## src/rtl/board_demux_1to4.sv

```systemverilog
// Registers an N x N board of W-bit tiles into one of four output channels, each with a FULL/EMPTY handshake.
// Optional build macro BOARD_DEMUX_CLEAR_ON_ACK_EN: zero a channel's board when it is consumed.
module board_demux_1to4 #(
    parameter int W = 12,
    parameter int N = 4
) (
    input  logic         clk,
    input  logic         rst,
    input  logic [W-1:0] IM [N-1:0][N-1:0],
    input  logic [1:0]   S,
    input  logic         in_valid,
    output logic         in_ready,
    output logic [W-1:0] M0 [N-1:0][N-1:0],
    output logic [W-1:0] M1 [N-1:0][N-1:0],
    output logic [W-1:0] M2 [N-1:0][N-1:0],
    output logic [W-1:0] M3 [N-1:0][N-1:0],
    output logic [3:0]   out_valid,
    input  logic [3:0]   out_ack,
    output logic         collision
);

    typedef enum logic {
        EMPTY = 1'b0,
        FULL  = 1'b1
    } chan_state_e;

    chan_state_e  state_p1  [4];
    chan_state_e  state_nxt [4];
    logic         coll_p1;
    logic         accept;
    logic [3:0]   wr_sel;
    logic [3:0]   ack_take;
    logic [W-1:0] board_p1 [4][N-1:0][N-1:0];

    // A same-cycle write wins over the ack, so a busy channel streams one board per cycle.
    always_comb begin
        in_ready  = (state_p1[S] == EMPTY) || out_ack[S];
        accept    = in_valid && in_ready;
        wr_sel    = '0;
        ack_take  = '0;
        out_valid = '0;
        for (int k = 0; k < 4; k++) begin
            state_nxt[k] = state_p1[k];
            wr_sel[k]    = accept && (S == 2'(k));
            ack_take[k]  = out_ack[k] && (state_p1[k] == FULL) && !wr_sel[k];
            out_valid[k] = (state_p1[k] == FULL);
            if (wr_sel[k]) begin
                state_nxt[k] = FULL;
            end else if (ack_take[k]) begin
                state_nxt[k] = EMPTY;
            end
        end
    end

    // ---- stage p1: channel state and collision pulse ----
    always_ff @(posedge clk or negedge rst) begin
        if (!rst) begin
            for (int k = 0; k < 4; k++) begin
                state_p1[k] <= EMPTY;
            end
            coll_p1 <= 1'b0;
        end else begin
            for (int k = 0; k < 4; k++) begin
                state_p1[k] <= state_nxt[k];
            end
            coll_p1 <= in_valid && !in_ready;
        end
    end

    // ---- stage p1: board storage ----
    always_ff @(posedge clk or negedge rst) begin
        if (!rst) begin
            for (int k = 0; k < 4; k++) begin
                for (int i = 0; i < N; i++) begin
                    for (int j = 0; j < N; j++) begin
                        board_p1[k][i][j] <= '0;
                    end
                end
            end
        end else begin
            for (int k = 0; k < 4; k++) begin
                for (int i = 0; i < N; i++) begin
                    for (int j = 0; j < N; j++) begin
                        if (wr_sel[k]) begin
                            board_p1[k][i][j] <= IM[i][j];
`ifdef BOARD_DEMUX_CLEAR_ON_ACK_EN
                        end else if (ack_take[k]) begin
                            board_p1[k][i][j] <= '0;
`endif
                        end
                    end
                end
            end
        end
    end

    assign collision = coll_p1;

    for (genvar gi = 0; gi < N; gi++) begin : g_row
        for (genvar gj = 0; gj < N; gj++) begin : g_col
            assign M0[gi][gj] = board_p1[0][gi][gj];
            assign M1[gi][gj] = board_p1[1][gi][gj];
            assign M2[gi][gj] = board_p1[2][gi][gj];
            assign M3[gi][gj] = board_p1[3][gi][gj];
        end
    end

endmodule

```

## config.mk

```make
export PLATFORM = sky130hd
export DESIGN_NAME = board_demux_1to4
export DESIGN_NICKNAME = d
export VERILOG_FILES = /design/src/rtl/board_demux_1to4.sv
export SDC_FILE = /design/constraint.sdc
export NUM_CORES = 1
export LEC_CHECK = 0
export CAP_MARGIN = 20
export CORE_AREA = 2 2 376 378
export CTS_CLUSTER_DIAMETER = 30
export CTS_CLUSTER_SIZE = 40
export DETAILED_ROUTE_END_ITERATION = 10
export DIE_AREA = 0 0 378 380
export PLACE_DENSITY = 0.46
export RECOVER_POWER = 100
export SYNTH_ARGS = -nofsm -noshare
export SYNTH_HDL_FRONTEND = slang
export SYNTH_SLANG_ARGS = --single-unit
```

## constraint.sdc

```tcl
create_clock -name clk -period 2.9 [get_ports clk]
set_clock_uncertainty 0.2 [all_clocks]
set_input_delay 0.58 -clock clk [delete_from_list [all_inputs] [get_ports clk]]
set_output_delay 0.58 -clock clk [all_outputs]
set_load 0.01 [all_outputs]
```

# Word level (Yosys, flattened, before mapping)
# Index checks and enable logic that the tools add are counted.
# word_totals
ff_bits	773
elab_cells	114
# op_classes
n_lt_le_gt_ge	2
eq_ne	3
muxes	13
bitwise_logic	2
n_reduce_logical	25
# ops
operator	n
$logic_and A1 B1 Y1	14
$mux W1	11
$reduce_bool A2 Y1	4
$logic_not A1 Y1	5
$bmux W1 S2	2
$eq A2 B2 Y1 const B	2
$ge A3 B3 Y1 const B	1
$lt A2 B3 Y1 const B	1
$not A2 Y3	1
$eq A2 B1 Y1 const B	1
$logic_not A2 Y1	1
$logic_or A1 B1 Y1	1
$not A1 Y1	1

# Logic depth before layout (Yosys ltp)
# depth
word_depth	12
ltp_mapped	5
depth_no_buf	3

# Worst setup path after synthesis
# Ideal clock, no wire load.
# synth_timing
path_kind	in2reg
startpoint	input port out_ack[2]
endpoint	register board_p1 (netlist bit M2[0])
arrival_time_ns	1.729
required_ns	2.575
path_slack_ns	0.846
path_stages	5
path_buffers	2
cell_sequence	nand2b_1 -> nand4b_1 -> clkbuf_1 -> buf_2 -> mux2_2
# synth_via
elab_chain_cells	5
# synth_rtl
item	line	text
start, declared	18	input logic [3:0] out_ack,
$bmux W1 S2	37	in_ready = (state_p1[S] == EMPTY) || out_ack[S];
$mux W1 (implied by the code)	37	
$logic_or A1 B1 Y1	37	
$logic_and A1 B1 Y1	38	accept = in_valid && in_ready;
$logic_and A1 B1 Y1	44	wr_sel[k] = accept && (S == 2'(k));
end signal, assigned by index	85	board_p1[k][i][j] <= IM[i][j];
end, declared	33	logic [W-1:0] board_p1 [4][N-1:0][N-1:0];
# No other way between the ends. The select of a mux whose other input is x is not followed.
# A chain may end at the register's enable or synchronous reset.

# Worst setup path in the final report
# layout_timing
startpoint	register state_p1 (netlist bit out_valid[0])
endpoint	register board_p1 (netlist bit M0[72])
# layout_via
elab_chain_cells	7
# layout_rtl
item	line	text
start, declared	27	chan_state_e state_p1 [4];
start signal, assigned by index	64	state_p1[k] <= state_nxt[k];
$bmux W1 S2	37	
$mux W1 (implied by the code) (2 in series)	37	
$not A1 Y1	37	
$logic_or A1 B1 Y1	37	
$logic_and A1 B1 Y1	38	
$logic_and A1 B1 Y1	44	
# No other way between the ends. The select of a mux whose other input is x is not followed.

==> results.yml <==
run_status:
  status: "finished clean"
detailed_routing:
  routed.top_layer: "met4"
  wire_per_inst_um: 22.5
  first_pass_iters: 4
  drtAntennaViolNets: 0
  vias_per_cell: 3.95
  met1_length_mm: 39.7
  drc_errors: 0
  routed_wl_mm: 110
  dr.first_iter.drc_count: 600
  num_vias: 19400
  dr_wl_met2_mm: 57.7
  met3_wirelength_mm: 8.90
synth:
  synth_compound_area_share_pct: 0.0351
  syn_area_sq_um: 28500
  synth.distinct_cells: 15
  seq_area_frac_synth_pct: 67.8
  yosys.area_share.adder_pct: 0
  ys_seq_elements: 773
  synth_warnings: 0
  synth_xor_area_share_pct: 0
  synthCells: 1641
  synthSimpleGateAreaFrac_pct: 0.276
  synth_top_family_by_area: "multiplexers"
  syn-num-nets: 1842
  avgSynthCellArea_sq_um: 17.4
  synth_top_cell_by_area: "dfrtp_1"
  muxShareOfSynthArea_pct: 30.4
  yosys-top-cells-area: "dfrtp_1 (68%), mux2_2 (30%), buf_2 (1.2%)"
  synth_top_area_share_pct: 67.8
sta:
  holdWs_ns: 0.176
  drv_slew: 0
  setup_viol: 0
  tns_ns: 0
  min_period_ns: 2.75
  rsz0062_at_grt: "false"
  worstMarginPinSlew_ns: 1.44
  hold_viol_final: 0
  period_share_pct: 94.7
  max_slew_margin_pct: 3.97
  fmax_mhz: 364
setup_path:
  path_max_fanout: 20
  crit_path_start_kind: "flop"
  reg2reg_slack_ns: 0.15
  worstSetupPathType: "flop to flop"
  critPathSlowestCell: "nor3b_1"
  crit_buf_inv: 3
  arrival_ns: 3.21
  cp_cell_sequence: "nand2b_1 > nor3b_1 > buf_4 > buf_12 > clkbuf_4 > mux2_2"
  required_ns: 3.36
  crit_family: "buffers and inverters"
  endpoint_kind: "flop"
  slowest_delay_ns: 0.64
cts:
  path_clk_slew_ns: 0.05
  numCtsBuffers: 202
  cts_tree: "built"
  cts_num_sinks: 773
  cts_max_level: 4
  clock_latency_ns: 0.79
  clock-root-buffer: "clkbuf_16"
  clockBufferDepth: 3
grt:
  grt_use_total_pct: 15.1
  first_global_vias: 21900
  grt_max_degree: 73
  grt_pass1_wl_mm: 159
  antenna_found_initial: 8
  grt_overflow: 0
placed_design:
  dp_hpwl_mm: 82.7
  gp_congestion: 0.807
  numPortBuffers: 974
cells_and_area:
  final_common_cell: "dlygate4sd3_1"
  drive_gt1_share_pct: 39.0
  nets: 3052
  final_cell_mix: "dlygate4sd3_1 (774), dfrtp_1 (773), mux2_2 (759)"
  area_growth_pct: 70.8
run:
  cap_violations: 0
die:
  die_w_um: 378
  pin_count: 975
  dieArea_sq_um: 144000
  die_height_um: 380
  row_count: 137
  start_util_pct: 20.5
  core_sq_um: 139000
power:
  p_leak_nw: 20.6
  peakVddDrop_mv: 0.589
  pwr_density_cell_nw_per_um2: 987
hold_path:
  hp-class: "primary input to async pin"
## sequential cells by signal, summed over array words and instances, names as in the netlist
signal and count:
M3 192, M2 192, M0 192, M1 192, out_valid 4, collision 1
## metal layers
layer  vias up  GRT usage [%]
li1       8391              -
met1     10100           15.6
met2       719           27.0
met3       214           5.56
met4         0           6.67
met5         -              0
## cell families (layout without fill, tap and decap cells)
kind of cell           after synthesis  after routing
AO/OA/AOI/OAI                        2              2
flip-flops                         773            773
other                                0              8
AND/OR/NAND/NOR                     13             13
multiplexers                       769            769
buffers and inverters               84           1468
## cell type report
| type | instances | area (sq um) |
|---|---|---|
| Tap cell | 1876 | 2350 |
| Clock inverter | 116 | 2010 |
| Multi-Input combinational cell | 784 | 8760 |
| Antenna cell | 8 | 20.0 |
| Timing Repair Buffer | 1090 | 10500 |
| Sequential cell | 773 | 19300 |
| Fill cell | 13500 | 90500 |
| Clock buffer | 262 | 5720 |
## timing repair
| item | 4_1_cts | 5_1_grt |
|---|---|---|
| hold buffers | 1 | 0 |
| pin swaps | 0 | 0 |
| setup buffers | 1 | 0 |
| setup endpoints to repair | 1 | 1 |
| resized for setup | 2 | 1 |
| endpoints found under the hold margin | 35 | 0 |
## per-stage QoR
stage                     worst slack [ns]  instance area (sq um)  std cells  utilization (%)  total power, mW
final                                0.154                  48700       4909             35.0             48.1
after global routing                0.0451                  48700       4903             35.0             50.0
after CTS                           0.0127                  49400       4901             35.5             49.9
after detailed placement            -0.165                  41600       4521             29.9             24.6
after global placement              -0.146                  41600       4521             29.9             24.5
after floorplan                      0.846                  28500       1641                -             17.6
## worst reg2reg max path, cell delays in order, from the launching register on
cell and delay, ns:
dfrtp_1 0.38, nand2b_1 0.12, nor3b_1 0.64, buf_4 0.29, buf_12 0.21, clkbuf_4 0.38, mux2_2 0.41
## Yosys cell counts
cell        n
nor2b_1     1
mux2_1      9
mux4_2      1
nand4b_1    1
nor3b_1     2
clkbuf_1    4
nand2b_1    5
o21ai_0     2
buf_4       8
buf_2      68
mux2_2    759
nand4_1     1
dfrtp_1   773
buf_1       4
nand2_1     3
## report_power, final
part	internal (mW)	switching [mW]	total [mW]
clock	17.5	7.29	24.8
sequential	13.1	1.16	14.3
combinational	4.93	4.10	9.03
## final timing paths
path	from	endpoint	depth (start not counted)
min reg2reg	M0[119]	M0[119]	1
max in group asynchronous	rst	M2[32]	4
max	out_valid[0]	M0[72]	6
min	rst	M1[37]	2
min in group clk	M0[119]	M0[119]	1
max reg2reg	out_valid[0]	M0[72]	6
No activity file was read; power rests on OpenSTA's default activity.
